--- src/rtl/inst_fetch.sv ---
// inst_fetch: instruction-fetch front end.
// Drives the instruction memory with the PC. The memory answers in the same
// cycle, and each returned word is queued with its PC in a small FIFO that
// feeds decode. A backend redirect flushes the queue and reloads the PC.
// Optional feature macro: FETCH_BRANCH_PREDICT_EN (static predict-taken on BR).

`ifndef MEMI_SIZE_LOG
`define MEMI_SIZE_LOG 8
`endif
`ifndef INST_LEN
`define INST_LEN 32
`endif
`ifndef INST_SIZE_LOG
`define INST_SIZE_LOG 5
`endif
`ifndef REG_LEN
`define REG_LEN 8
`endif
`ifndef INST_OP_BR
`define INST_OP_BR 5'b01011
`endif

module inst_fetch #(
  parameter int FQ_DEPTH = 4,
  parameter int ADDR_W   = `MEMI_SIZE_LOG,
  parameter int INST_W   = `INST_LEN
) (
  input  logic              clk,
  input  logic              rst,
  output logic [ADDR_W-1:0] memi_req_addr,
  input  logic [INST_W-1:0] memi_resp_data,
  input  logic              redirect_valid,
  input  logic [ADDR_W-1:0] redirect_pc,
  output logic              out_valid,
  input  logic              out_ready,
  output logic [INST_W-1:0] out_inst,
  output logic [ADDR_W-1:0] out_pc,
  output logic              out_pred_taken
);

  localparam int PTR_W = $clog2(FQ_DEPTH);
  localparam int CNT_W = PTR_W + 1;

  logic [ADDR_W-1:0] pc_q, pc_d;
  logic [PTR_W-1:0]  rd_ptr_q, rd_ptr_d;
  logic [PTR_W-1:0]  wr_ptr_q, wr_ptr_d;
  logic [CNT_W-1:0]  count_q, count_d;

  // Queue storage is never reset; the valid count alone qualifies its contents.
  logic [ADDR_W-1:0] fq_pc_q   [FQ_DEPTH];
  logic [INST_W-1:0] fq_inst_q [FQ_DEPTH];

  logic              full;
  logic              push;
  logic              pop;
  logic [ADDR_W-1:0] next_pc;

  assign memi_req_addr = pc_q;
  assign full          = (count_q == CNT_W'(FQ_DEPTH));
  assign out_valid     = (count_q != '0);
  assign pop           = out_valid & out_ready;
  // A full queue can still accept a word in the same cycle its head leaves.
  assign push          = ~redirect_valid & (~full | pop);

`ifdef FETCH_BRANCH_PREDICT_EN
  localparam int OP_W  = `INST_SIZE_LOG;
  localparam int IMM_W = `REG_LEN;

  logic [OP_W-1:0]  opcode;
  logic [IMM_W-1:0] imm;
  logic             pred;
  logic             fq_pred_q [FQ_DEPTH];

  assign opcode  = memi_resp_data[INST_W-1 -: OP_W];
  assign imm     = memi_resp_data[INST_W-1-OP_W -: IMM_W];
  assign pred    = (opcode == OP_W'(`INST_OP_BR));
  // Predicted-taken target wraps in the address space like the sequential PC.
  assign next_pc = pred ? (pc_q + ADDR_W'(imm)) : (pc_q + ADDR_W'(1));

  assign out_pred_taken = out_valid & fq_pred_q[rd_ptr_q];

  // Record the prediction alongside the queued word.
  always_ff @(posedge clk) begin
    if (push) fq_pred_q[wr_ptr_q] <= pred;
  end
`else
  assign next_pc        = pc_q + ADDR_W'(1);
  assign out_pred_taken = 1'b0;
`endif

  // Head of the queue drives decode; zero while the queue is empty.
  assign out_pc   = out_valid ? fq_pc_q[rd_ptr_q]   : '0;
  assign out_inst = out_valid ? fq_inst_q[rd_ptr_q] : '0;

  // Next PC and queue bookkeeping; a redirect overrides push and pop.
  always_comb begin
    pc_d     = pc_q;
    rd_ptr_d = rd_ptr_q;
    wr_ptr_d = wr_ptr_q;
    count_d  = count_q;
    if (redirect_valid) begin
      pc_d     = redirect_pc;
      rd_ptr_d = '0;
      wr_ptr_d = '0;
      count_d  = '0;
    end else begin
      if (push) begin
        pc_d     = next_pc;
        wr_ptr_d = wr_ptr_q + PTR_W'(1);
      end
      if (pop) rd_ptr_d = rd_ptr_q + PTR_W'(1);
      if (push && !pop)      count_d = count_q + CNT_W'(1);
      else if (pop && !push) count_d = count_q - CNT_W'(1);
    end
  end

  // PC and queue control state, cleared asynchronously.
  always_ff @(posedge clk or negedge rst) begin
    if (!rst) begin
      pc_q     <= '0;
      rd_ptr_q <= '0;
      wr_ptr_q <= '0;
      count_q  <= '0;
    end else begin
      pc_q     <= pc_d;
      rd_ptr_q <= rd_ptr_d;
      wr_ptr_q <= wr_ptr_d;
      count_q  <= count_d;
    end
  end

  // Capture the fetched word and its PC at the write pointer.
  always_ff @(posedge clk) begin
    if (push) begin
      fq_pc_q[wr_ptr_q]   <= pc_q;
      fq_inst_q[wr_ptr_q] <= memi_resp_data;
    end
  end

endmodule

--- config.mk ---
export PLATFORM = sky130hd
export DESIGN_NAME = inst_fetch
export DESIGN_NICKNAME = d
export VERILOG_FILES = /design/src/rtl/inst_fetch.sv
export SDC_FILE = /design/constraint.sdc
export NUM_CORES = 1
export LEC_CHECK = 0
export BUFFER_PORTS_ARGS = -buffer_cell sky130_fd_sc_hd__buf_4
export CAP_MARGIN = 10
export CORE_ASPECT_RATIO = 0.75
export CORE_MARGIN = 2
export CORE_UTILIZATION = 42
export CTS_CLUSTER_DIAMETER = 100
export DETAILED_ROUTE_END_ITERATION = 6
export GPL_TIMING_DRIVEN = 0
export HOLD_SLACK_MARGIN = 0.15
export PLACE_DENSITY = 0.57
export SLEW_MARGIN = 0
export SYNTH_ARGS = -nofsm -noshare
export SYNTH_HDL_FRONTEND = slang
export SYNTH_SLANG_ARGS = --single-unit
--- constraint.sdc ---
create_clock -name clk -period 6.6 [get_ports clk]
set_input_delay 0 -clock clk [delete_from_list [all_inputs] [get_ports clk]]
set_output_delay 0 -clock clk [all_outputs]
set_load 0.05 [all_outputs]
# Word level (Yosys, flattened, before mapping)
# Memories as Yosys holds them, arrays and structs flattened.
# Cells that the tools add are included.
dict set report word_totals {
  out_inout_bits 50
  regBits 15
  rom_bits 0
  in_bits 44
  n_memories 2
  latchBits 0
  ramBits 160
}
# name words width read_ports rd_ports_with_merged_regs wr line
set mem_list {}
lappend mem_list {fq_inst_q 4 32 1 0 1 51} ;# logic [INST_W-1:0] fq_inst_q [FQ_DEPTH];
lappend mem_list {fq_pc_q 4 8 1 0 1 50} ;# logic [ADDR_W-1:0] fq_pc_q [FQ_DEPTH];
dict set report op_classes {
  n_reduce_logical 8
  n_div 0
  n_eq_ne 1
  n_bitwise 5
  magnitude_cmp 0
  muxes 13
  multipliers 0
  shifts 0
  addsub 5
}
# cell n
set ops {}
lappend ops {{two-way mux 32 bit} 1}
lappend ops {{two-way mux 8 bit} 3}
lappend ops {{two-way mux 3 bit} 3}
lappend ops {{adder 8 x 1 -> 8 bit (second input constant)} 1}
lappend ops {{two-way mux 2 bit} 4}
lappend ops {{nonzero test 3 bit} 2}
lappend ops {{adder 2 x 1 -> 2 bit (second input constant)} 2}
lappend ops {{nonzero test 2 bit} 2}
lappend ops {{adder 3 x 1 -> 3 bit (second input constant)} 1}
lappend ops {{== test 3 bit (second input constant)} 1}
lappend ops {{subtractor 3 x 1 -> 3 bit (second input constant)} 1}
lappend ops {{bitwise AND 1 bit} 2}
lappend ops {{logical AND 1 bit} 2}
lappend ops {{zero test 1 bit} 2}
lappend ops {{two-way mux 1 bit} 2}
lappend ops {{inverter 1 bit} 2}
lappend ops {{bitwise OR 1 bit} 1}

# Logic depth before layout (Yosys ltp)
# Gate-level depths: netlist (run 1).
dict set report logic_depth {
  depth_word 9
  ltp_mapped 9
  depth_no_buf 7
}

# Worst setup path before layout (run 1)
# No wires, ideal clock.
dict set report synth_path {
  path_kind {register to register}
  startpoint {register count_q[2]}
  endpoint {memory fq_inst_q[0][0] (netlist name) (enable)}
  required_time_ns 6.199
  setup_slack_ns 4.257
  path_stages_with_launch 6
  period_less_slack_ns 2.343
  setup_ns 0.401
  arrival_ns 1.942
  n_path_buf 2
  path_cell_list {dfrtp_1 -> buf_2 -> nor4b_4 -> buf_6 -> nor2_1 -> and2_1}
}
dict set report synth_between {
  elab_chain_len 6
}
# element line
set synth_rtl {}
lappend synth_rtl {{from (decl)} 47} ;# logic [CNT_W-1:0] count_q, count_d;
lappend synth_rtl {{from (signal assigned)} 128} ;# count_q <= count_d;
lappend synth_rtl {{nonzero test 3 bit / == test 3 bit (equally long branches)} {60, 59}}
lappend synth_rtl {{bitwise AND 1 bit / inverter 1 bit (equally long branches)} {61, 63}}
lappend synth_rtl {{bitwise OR 1 bit (*)} 63} ;# assign push = ~redirect_valid & (~full | pop);
lappend synth_rtl {{bitwise AND 1 bit (*)} 63}
lappend synth_rtl {{two-way mux 1 bit (*)} 134} ;# if (push) begin
lappend synth_rtl {{two-way mux 1 bit (not written as such) (*)} 136} ;# fq_inst_q[wr_ptr_q] <= memi_resp_data;
lappend synth_rtl {{to (decl)} 51}
# Mark *: on every way between the ends. The rest lies on a longest branch, timed or not.

# Final worst setup path (run 1)
dict set report layout_path {
  startpoint {register count_q[0]}
  endpoint {register count_q[2]}
}
dict set report layout_between {
  elab_chain_len 7
}
# element line
set layout_rtl {}
lappend layout_rtl {{nonzero test 3 bit / == test 3 bit (equally long branches)} {60, 59}}
lappend layout_rtl {{bitwise AND 1 bit / inverter 1 bit (equally long branches)} {61, 63}}
lappend layout_rtl {{bitwise OR 1 bit} 63}
lappend layout_rtl {{bitwise AND 1 bit} 63}
lappend layout_rtl {{logical AND 1 bit / zero test 1 bit (equally long branches)} {112, 113}}
lappend layout_rtl {{two-way mux 3 bit / logical AND 1 bit (equally long branches)} {112, 113}}
lappend layout_rtl {{two-way mux 3 bit / nonzero test 3 bit (equally long branches)} n/a}
# Several ways; a longest one is shown, not always the timed one. The select of a mux whose other input is x is not followed.
# A chain may end at the register's enable or synchronous reset.

==> impl_metrics.tcl, run 1 <==
set metrics [dict create \
    finalInstanceArea_um2 9094 \
    yosys.area_share.simple_pct 7.102 \
    stdcell_count 746 \
    grt_pass1_wl_um 21910 \
    first_iter_violations 187 \
    placed_area_um2 8058 \
    netlist_area_um2 7012 \
    syn_inst 359 \
    worstPathMaxFanout 10 \
    cpMostUsedCell "nor2_1" \
    numPortBuffers 92 \
    synth_top_family_by_area "multiplexers" \
    critPathSlowestCell "nor4b_4" \
    synth-compound-area-share_pct 1.660 \
    hpwlAfterDp_um 8554 \
    drt_wl_total_um 13800 \
    critical_path.startpoint_type "register" \
    crit_arrival_ns 2.72 \
    p_leak_nw 3.234 \
    diodes 0 \
    start_util_pct 43.37 \
    nFillCells 1271 \
    yosysWarnings 0 \
    clk_transition_reported_paths_ns 0.06 \
    synthArstFlopShare_pct 8.571 \
    cts_resized 0 \
    cts_sinks 175 \
    synthTopCellsByArea "edfxtp_1 69%, mux4_2 13%, dfrtp_1 5.4%" \
    critPathCapture "count_q[2]$_DFFE_PN0P_" \
    ys_ff_latch 175 \
    synth_edf_count 160 \
    fin_nets 573 \
    grt_use_total_pct 16.59 \
    maxCapViolCount 0 \
    critPathCaptureType "register" \
    h-tree-depth 4 \
    tns_ns 0 \
    num_rows 40 \
    worst_pin_slew_ns 0.7362 \
    gp_congestion 0.7512 \
    r2r-start "count_q[0]$_DFFE_PN0P_" \
    yosysTopAreaCell "edfxtp_1" \
    overflow 0 \
    r2r_setup_slack_ns 4.19 \
    vias 3807 \
    die_area_um2 17750 \
    synth-xor-area-share_pct 0.4996 \
    ant_nets 0 \
    r2r_end "count_q[2]$_DFFE_PN0P_" \
    synth_flop_cell "edfxtp_1" \
    area_delta_synth_final_pct 29.69 \
    drc 0 \
    clock_path_buffers 2 \
    reg2reg_depth 8 \
    routedWlPerCell_um 18.50 \
    synthAdderAreaFrac_pct 1.178 \
    finalHoldViolCount 0 \
    cts_inserted_buffers 17 \
    crit_path_cell_trace "nor4b_4, buf_6, nor2_1, and2_1, fa_1, nor2_1, mux2i_1, o221a_2" \
    coreArea_um2 16170 \
    setup_viol 0 \
    syn-num-nets 409 \
    drv_slew 0 \
    die_w_um 153.2 \
    status "complete, no violations" \
    synth.most_common_cell "edfxtp_1" \
    grt_max_degree 32 \
    crit_start "count_q[0]$_DFFE_PN0P_" \
    cp.required_ns 6.91 \
    synth_commonest_cells "160 x edfxtp_1, 46 x and2_1, 40 x mux4_2" \
    dp_cells 665 \
    rsz0062_at_grt "false" \
    multi_input_area_um2 1682 \
    synth_cell_type_count 35 \
    cts-root-buf "clkbuf_16" \
    drtPass1Iterations 4 \
    synth_top_area_share_pct 68.52 \
    die_h_um 115.9 \
    critical_path_class "reg2reg" \
    slew_headroom_pct 50.92 \
    critPathMaxStageDelay_ns 0.51 \
    hp-class "in2reg" \
    avgSynthCellArea_um2 19.53 \
    irDropWorstVdd_uv 188.0 \
    synthMuxAreaShare_pct 13.42 \
    clock.fmax_mhz 414.8 \
    antenna_found_initial 0 \
    min_period_ns 2.411 \
    regArea_um2 5180 \
    ys_seq_area_share_pct 73.88 \
    powerDensity_nw_per_um2 410.8 \
    finalCritPeriodShare_pct 36.53 \
    drive_gt1_share_pct 34.51 \
    grt_pass1_vias 3993 \
    skew_ns 0.008429 \
    cts_tree "built" \
    viasPerCell 5.103 \
    clk_latency_ns 0.42 \
    pin_count 94 \
]
==> layout make-up <==
cell class / count / share of cell area (%)
timing repair buffer: 145 / 13.95
sequential: 175 / 56.96
clock inverter: 14 / 1.280
buffer: 20 / 1.376
multi-input combinational: 156 / 18.49
clock buffer: 18 / 4.719
inverter: 8 / 0.3302
tap: 210 / 2.889
==> critical path: cells and delay by family (launching register included) <==
kind | cells | cell delay, ns
AO/OA/AOI/OAI | 1 | 0.22
adder cells (fa/ha/maj) | 1 | 0.38
AND/OR/NAND/NOR | 4 | 0.92
multiplexers | 1 | 0.08
buffers and inverters | 1 | 0.22
flip-flops | 1 | 0.48
==> cells by family (layout without fill, tap and decap cells) <==
group                    after synthesis  count (layout)
other                                  1               1
adder cells (fa/ha/maj)                6               6
multiplexers                          44              44
AO/OA/AOI/OAI                         17              17
AND/OR/NAND/NOR                       84              84
flip-flops                           175             175
XOR/XNOR                               4               4
buffers and inverters                 28             205
==> registers in the layout, summed over array words and instances, names as in the netlist <==
name	flops
count_q	3
rd_ptr_q	2
wr_ptr_q	2
fq_inst_q	128
memi_req_addr	8
fq_pc_q	32
==> stage by stage <==
step | power [mW] | worst slack (ns) | utilization [%] | hold WS, ns
after floorplan | 2.408 | 4.257 | - | -0.2956
after global routing | 3.904 | 4.039 | 56.25 | 0.3116
after CTS | 3.789 | 4.187 | 56.25 | 0.2890
after global placement | 2.809 | 3.249 | 49.27 | -0.1285
final | 3.736 | 4.189 | 56.25 | 0.3088
after detailed placement | 2.834 | 4.203 | 49.85 | -0.1287
==> timing repair <==
action                    CTS  global route
hold endpoints to repair  157             0
buffers inserted            0             0
hold buffers               49             0
==> report_power, final <==
group	total, mW	internal (mW)	switching, mW
registers	1.41	1.36	0.0498
clock network	0.923	0.518	0.405
logic	1.41	0.517	0.890
total	3.74	2.39	1.35
==> placed cells by master, fill, tap and decap left out, types with 4 or more instances in the layout <==
cell type      Yosys  routed
and2_1            46      42
and2_2             0       4
buf_2              7       7
buf_4              1      93
buf_6              5       5
clkbuf_1           6       7
clkbuf_16          0      17
clkinv_2           0       5
dfrtp_1           15      15
dlygate4sd3_1      0      49
edfxtp_1         160     160
ha_1               5       5
inv_1              8       8
mux2i_1            4       4
mux4_2            40      40
nand2_1            8       8
nand3_1            8       8
nor2_1            10      10
or4_1              6       6
==> routing by layer <==
| metal | routed length [um] | global-route usage (%) |
|---|---|---|
| met1 | 6449 | 23.18 |
| met5 | 0 | 0 |
| met2 | 6598 | 26.04 |
| met4 | 130 | 4.691 |
| met3 | 621 | 4.525 |
==> worst min-delay path by stage <==
stage	from	end	slack, ns	cells after the start
global placement	rst	memi_req_addr[0]$_DFFE_PN0P_	-0.13	1
detailed placement	rst	memi_req_addr[0]$_DFFE_PN0P_	-0.13	1
floorplan	rst	count_q[0]$_DFFE_PN0P_	-0.30	0
CTS	redirect_valid	memi_req_addr[3]$_DFFE_PN0P_	0.29	4
global route	memi_resp_data[24]	fq_inst_q[3][24]$_DFFE_PP_	0.31	2
finish	redirect_valid	memi_req_addr[3]$_DFFE_PN0P_	0.31	4
Power figures use the tool's default switching activity.
==> run 2: changes to the inputs <==
- ABC_AREA: not set -> 1
- PLACE_DENSITY: 0.57 -> 0.59
- clock period: 6.6 -> 2.13 ns (I/O delays scaled with it)
==> run 2 against run 1 <==
Against the previous run:
- register-to-register slack got worse by 4.0 ns
- clock power increased to 3.4 times the previous value
- clock-buffer cell count unchanged
- first-iteration DRC count increased by 67%
- via count increased by 32%
- area after synthesis increased by 2.7%
- wire length increased by 24%
- global-route usage increased by 2.8 points
- combinational power increased to 4.0 times the previous value
- clock skew decreased by 0.0020 ns
- cell count increased by 34%
- worst hold slack improved by 0.0045 ns
- critical path type is now reg2out
- largest cell class unchanged
==> impl_metrics.tcl, run 2 <==
set metrics [dict create \
    numPortBuffers 92 \
    power.internal_mw 7.828 \
    p_leak_nw 3.607 \
    critPathCaptureType "output pin" \
    p_comb_share_pct 43.0 \
    hp-class "in2reg" \
    maxCapViolCount 0 \
    cts-root-buf "clkbuf_16" \
    switchingPower_mw 5.467 \
    clock_path_buffers 2 \
    switching_share_pct 41.12 \
    gp_congestion 0.7384 \
    critical_path.startpoint_type "register" \
    ys_seq_area_share_pct 71.94 \
    status "complete, no violations" \
    fin_nets 822 \
    skew_ns 0.006400 \
    drtPass1Iterations 7 \
    ant_nets 0 \
    antenna_found_initial 0 \
    multi_input_area_um2 1745 \
    p_clk_share_pct 23.7 \
    mostFrequentLayoutCells "164 x nor2_1, 160 x edfxtp_1, 99 x buf_4" \
    synth_cell_type_count 29 \
    worst_pin_slew_ns 0.7703 \
    finalCritPeriodShare_pct 94.86 \
    synthArstFlopShare_pct 8.571 \
    crit_arrival_ns 2.02 \
    h-tree-depth 4 \
    drv_slew 0 \
    overflow 0 \
    cts_inserted_buffers 17 \
    irDropWorstVdd_uv 723.7 \
    num_rows 41 \
    syn_inst 606 \
    die_w_um 155.2 \
    largest_register_ffs 128 \
    grt_use_total_pct 19.38 \
    rsz0062_at_grt "false" \
    yosysWarnings 0 \
    synth.most_common_cell "nor2_1" \
    diodes 0 \
    hpwlAfterDp_um 10450 \
    syn-num-nets 656 \
    drive_gt1_share_pct 21.78 \
    finalHoldViolCount 0 \
    coreArea_um2 16830 \
    clk_latency_ns 0.42 \
    seqPwrFrac_pct 33.3 \
    grt_pass1_wl_um 26810 \
    vias 5030 \
    regArea_um2 5180 \
    fin_hold_ws_ns 0.3133 \
    drt_wl_total_um 17050 \
    powerDensity_nw_per_um2 1413 \
    clock.fmax_mhz 494.9 \
    top_register "fq_inst_q" \
    clk_transition_reported_paths_ns 0.06 \
    synth_flop_cell "edfxtp_1" \
    cts_sinks 175 \
    synth_top_area_share_pct 66.72 \
    grt_pass1_vias 5040 \
    ys_ff_latch 175 \
    slew_headroom_pct 48.48 \
    critical_path_class "reg2out" \
    min_period_ns 2.021 \
    viasPerCell 5.030 \
    drc 0 \
    pin_count 94 \
    die_h_um 117.4 \
    yosysTopAreaCell "edfxtp_1" \
    routedWlPerCell_um 17.05 \
    cp.required_ns 2.13 \
    tns_ns 0 \
    avgSynthCellArea_um2 11.88 \
    area_delta_synth_final_pct 30.70 \
    die_area_um2 18220 \
    synthTopCellsByArea "edfxtp_1 67%, nor2_1 8.8%, dfrtp_1 5.2%" \
    final_common_cell "nor2_1" \
    cts_tree "built" \
    worstPathMaxFanout 10 \
    synth_commonest_cells "168 x nor2_1, 160 x edfxtp_1, 75 x o21ai_0" \
    start_util_pct 42.79 \
    netlist_area_um2 7201 \
    first_iter_violations 312 \
    synth_edf_count 160 \
    setup_viol 0 \
    nFillCells 1401 \
    grt_max_degree 27 \
]
## run 2: changes by cell type after synthesis, sizes merged, moves of 6 or more
cell | previous run | this run
or4 | 6 | 0
mux4 | 40 | 0
inv | 8 | 26
and2 | 46 | 0
nor2 | 10 | 169
nand2 | 8 | 38
o21ai | 4 | 90
buf | 14 | 22
nand3 | 8 | 17
a21oi | 2 | 40
## run 2: per-stage QoR
stage	instance area (um^2)	setup WS, ns	instances	power (mW)	utilization (%)
2_1_floorplan	7201	-0.6416	606	8.276	-
3_3_place_gp	8160	-2.197	913	10.03	48.50
3_5_place_dp	8298	0.1017	918	10.16	49.32
4_1_cts	9400	0.03655	1000	13.40	55.87
5_1_grt	9412	0.008355	1000	13.91	55.93
6_report	9412	0.1094	1000	13.29	55.93
## run 2: power by group through the flow
stage / combinational (mW) / sequential [mW] / clock [mW]
2_1_floorplan: 3.69 / 4.58 / 0
3_3_place_gp: 5.50 / 4.53 / 0
3_5_place_dp: 5.65 / 4.50 / 0
4_1_cts: 5.75 / 4.43 / 3.21
5_1_grt: 6.09 / 4.48 / 3.34
6_report: 5.71 / 4.43 / 3.15
## run 2: layer usage
metal	track usage, %	wire (um)	part of all wire (%)	vias up
li1	-	-	-	2435
met1	26.41	7912	46	2444
met2	31.33	8116	48	138
met3	4.730	869	5.1	13
met4	5.161	149	0.87	0
met5	0	0	0	-
## run 2: timing repair
item	CTS	global route
endpoints found under the setup margin	0	13
endpoints found under the hold margin	157	0
resized for setup	0	6
hold buffers	50	0
buffers inserted	0	0
## run 2: layout make-up
| type | instances | area share [%] |
|---|---|---|
| clock buffers | 18 | 4.560 |
| well taps | 215 | 2.858 |
| inverters | 26 | 1.037 |
| plain buffers | 32 | 2.327 |
| flip-flops and latches | 175 | 55.04 |
| repair buffers | 147 | 13.80 |
| clock inverters | 14 | 1.835 |
| multi-input cells | 373 | 18.55 |
## run 2: final timing paths
path,start,endpoint,slack [ns],cells past startpoint
max,rd_ptr_q[0]$_DFFE_PN0P_,out_inst[3],0.11,6
max reg2reg,count_q[0]$_DFFE_PN0P_,fq_inst_q[1][3]$_DFFE_PP_,0.19,5
min,memi_resp_data[16],fq_inst_q[1][16]$_DFFE_PP_,0.31,2
max in group asynchronous,rst,rd_ptr_q[0]$_DFFE_PN0P_,0.92,3
min reg2reg,wr_ptr_q[0]$_DFFE_PN0P_,wr_ptr_q[0]$_DFFE_PN0P_,0.59,1
min in group asynchronous,rst,count_q[2]$_DFFE_PN0P_,0.73,3
## run 2: logic make-up after synthesis
logic type | share of synthesized area, %
XOR/XNOR | 0.3650
flip-flops | 71.94
other | 0.05208
buffers and inverters | 4.309
adder cells (fa/ha/maj) | 1.147
AND/OR/NAND/NOR | 12.79
AO/OA/AOI/OAI | 9.401
## run 2: worst max-delay path, cell delays in order (launching register included)
cell,delay (ns)
dfrtp_1,0.37
buf_4,0.17
inv_2,0.14
clkbuf_2,0.27
o21ai_0,0.13
a21oi_1,0.26
buf_4,0.25
==> run 3: changes to the inputs <==
- CORE_MARGIN: 2 -> not set
==> run 3 against run 2 <==
Against the previous run:
- maximum frequency shrank 0.66%
- sequential share of layout area increased by 0.38 points
- combinational power about the same
- clock skew is 0.0082 ns higher
- via count is 1.7% lower
- non-clock buffer count is 1 higher
- utilization shrank 0.22 points
- global-route usage up 0.60 points
- register-to-register slack lost 0.04 ns
- cell count rose by 0.20%
- wire length is 1.2% lower
- setup slack got worse by 0.014 ns
- largest cell class unchanged
==> impl_metrics.tcl, run 3 (synthesis gave the netlist of run 2 again) <==
set metrics [dict create \
    cts_tree "built" \
    largest_register_ffs 128 \
    critPathCaptureType "output pin" \
    irDropWorstVdd_uv 607.8 \
    grt_max_degree 26 \
    slew_headroom_pct 48.64 \
    overflow 0 \
    p_clk_share_pct 21.5 \
    drive_gt1_share_pct 21.98 \
    status "complete, no violations" \
    vias 4947 \
    grt_pass1_wl_um 26040 \
    top_register "fq_inst_q" \
    design_power_total_mw 12.93 \
    numPortBuffers 92 \
    dp_cells 917 \
    clk_transition_reported_paths_ns 0.07 \
    crit_arrival_ns 2.03 \
    diodes 0 \
    holdPathEnd "fq_inst_q[3][24]$_DFFE_PP_" \
    worst_pin_slew_ns 0.7696 \
    die_w_um 153.2 \
    start_util_pct 42.93 \
    cp.required_ns 2.13 \
    drv_slew 0 \
    coreArea_um2 16770 \
    first_iter_violations 313 \
    grt_pass1_vias 4903 \
    powerDensity_nw_per_um2 1384 \
    finalInstanceArea_um2 9346 \
    r2r-start "memi_req_addr[0]$_DFFE_PN0P_" \
    area_delta_synth_final_pct 29.80 \
    p_comb_share_pct 44.1 \
    num_rows 41 \
    drc 0 \
    antenna_found_initial 0 \
    switching_share_pct 42.17 \
    switchingPower_mw 5.454 \
    clock_path_buffers 2 \
    gp_congestion 0.7429 \
    h-tree-depth 4 \
    rsz0062_at_grt "false" \
    p_leak_nw 3.576 \
    clock.fmax_mhz 491.6 \
    die_area_um2 17680 \
    hpwlAfterDp_um 10190 \
    reg2reg_depth 6 \
    final_common_cell "nor2_1" \
    critical_path.startpoint_type "register" \
    ant_nets 0 \
    seqPwrFrac_pct 34.3 \
    min-delay-start "memi_resp_data[24]" \
    worstPathMaxFanout 10 \
    cts_sinks 175 \
    mostFrequentLayoutCells "164 x nor2_1, 160 x edfxtp_1, 100 x buf_4" \
    routedWlPerCell_um 16.82 \
    hp-class "in2reg" \
    pin_count 94 \
    skew_ns 0.01460 \
    stdcell_count 1002 \
    finalCritPeriodShare_pct 95.50 \
    fin_nets 824 \
    cts_inserted_buffers 17 \
    drt_wl_total_um 16850 \
    maxCapViolCount 0 \
    cts_setup_buffers 0 \
    cts-root-buf "clkbuf_16" \
    drtPass1Iterations 5 \
    hold_depth 2 \
    grt_use_total_pct 19.98 \
    critical_path_class "reg2out" \
    placed_area_um2 8278 \
    die_h_um 115.4 \
    r2r_setup_slack_ns 0.15 \
    r2r_end "memi_req_addr[2]$_DFFE_PN0P_" \
    power.internal_mw 7.479 \
    finalHoldViolCount 0 \
    clk_latency_ns 0.42 \
    viasPerCell 4.937 \
    setup_viol 0 \
    min_period_ns 2.034 \
]
[run 3: changes by cell type in the layout (fill, tap and decap cells not counted), moves of 2 or more]
cell / previous run / this run
clkinv_1: 6 / 4
clkinv_2: 1 / 6
bufinv_16: 4 / 1
dlygate4sd3_1: 50 / 52
clkinv_4: 2 / 0
[run 3: cell type report]
| type | instances | area (um^2) |
|---|---|---|
| Clock buffer | 18 | 429.2 |
| Clock inverter | 14 | 98.84 |
| Inverter | 26 | 97.59 |
| Timing Repair Buffer | 148 | 1299 |
| Sequential cell | 175 | 5180 |
| Fill cell | 1375 | 7428 |
| Buffer | 32 | 221.5 |
| Multi-Input combinational cell | 374 | 1752 |
| Tap cell | 215 | 269.0 |
[run 3: worst max-delay path, stage by stage, from the launching register on]
cell,delay (ns)
dfrtp_1,0.38
buf_4,0.18
inv_2,0.16
buf_2,0.26
o21ai_0,0.12
a21oi_1,0.25
buf_4,0.26
[run 3: how the worst max path moves through the flow]
stage	from	slack [ns]	endpoint
after floorplan	wr_ptr_q[0]$_DFFE_PN0P_	-0.64	fq_inst_q[2][0]$_DFFE_PP_
after global placement	count_q[0]$_DFFE_PN0P_	-2.16	fq_inst_q[1][20]$_DFFE_PP_
after detailed placement	count_q[0]$_DFFE_PN0P_	0.03	fq_inst_q[0][20]$_DFFE_PP_
after CTS	count_q[0]$_DFFE_PN0P_	0.01	fq_inst_q[0][7]$_DFFE_PP_
after global routing	rd_ptr_q[0]$_DFFE_PN0P_	0.0007	out_inst[28]
final	rd_ptr_q[0]$_DFFE_PN0P_	0.1	out_inst[7]
[run 3: layer usage]
metal  part of all wire [%]  track usage (%)  vias up  wire length, um
met4                   0.65            6.397        0              110
met1                     45            26.00     2372             7664
li1                       -                -     2436                -
met2                     49            33.85      132             8280
met5                      0                0        -                0
met3                    4.7            4.184        7              795
[run 3: timing repair]
| action | 4_1_cts | 5_1_grt |
|---|---|---|
| endpoints found under the setup margin | 0 | 28 |
| hold buffers | 52 | 0 |
| hold endpoints to repair | 157 | 0 |
| gates resized for setup | 0 | 9 |
[run 3: power groups by stage]
| stage | clock network, mW | registers [mW] | logic, mW |
|---|---|---|---|
| 2_1_floorplan | 0 | 4.58 | 3.69 |
| 3_3_place_gp | 0 | 4.53 | 5.49 |
| 3_5_place_dp | 0 | 4.51 | 5.63 |
| 4_1_cts | 2.85 | 4.44 | 5.73 |
| 5_1_grt | 2.98 | 4.48 | 6.11 |
| 6_report | 2.79 | 4.44 | 5.71 |
[run 3: stage by stage]
stage	hold slack [ns]	util (%)	setup TNS [ns]	worst slack, ns
4_1_cts	0.2978	55.60	0	0.01331
6_report	0.3143	55.72	0	0.09588
3_5_place_dp	-0.1275	49.35	0	0.03202
3_3_place_gp	-0.1308	48.65	-337.45	-2.164
2_1_floorplan	-0.2956	-	-101.90	-0.6416
5_1_grt	0.3161	55.72	0	0.0007059
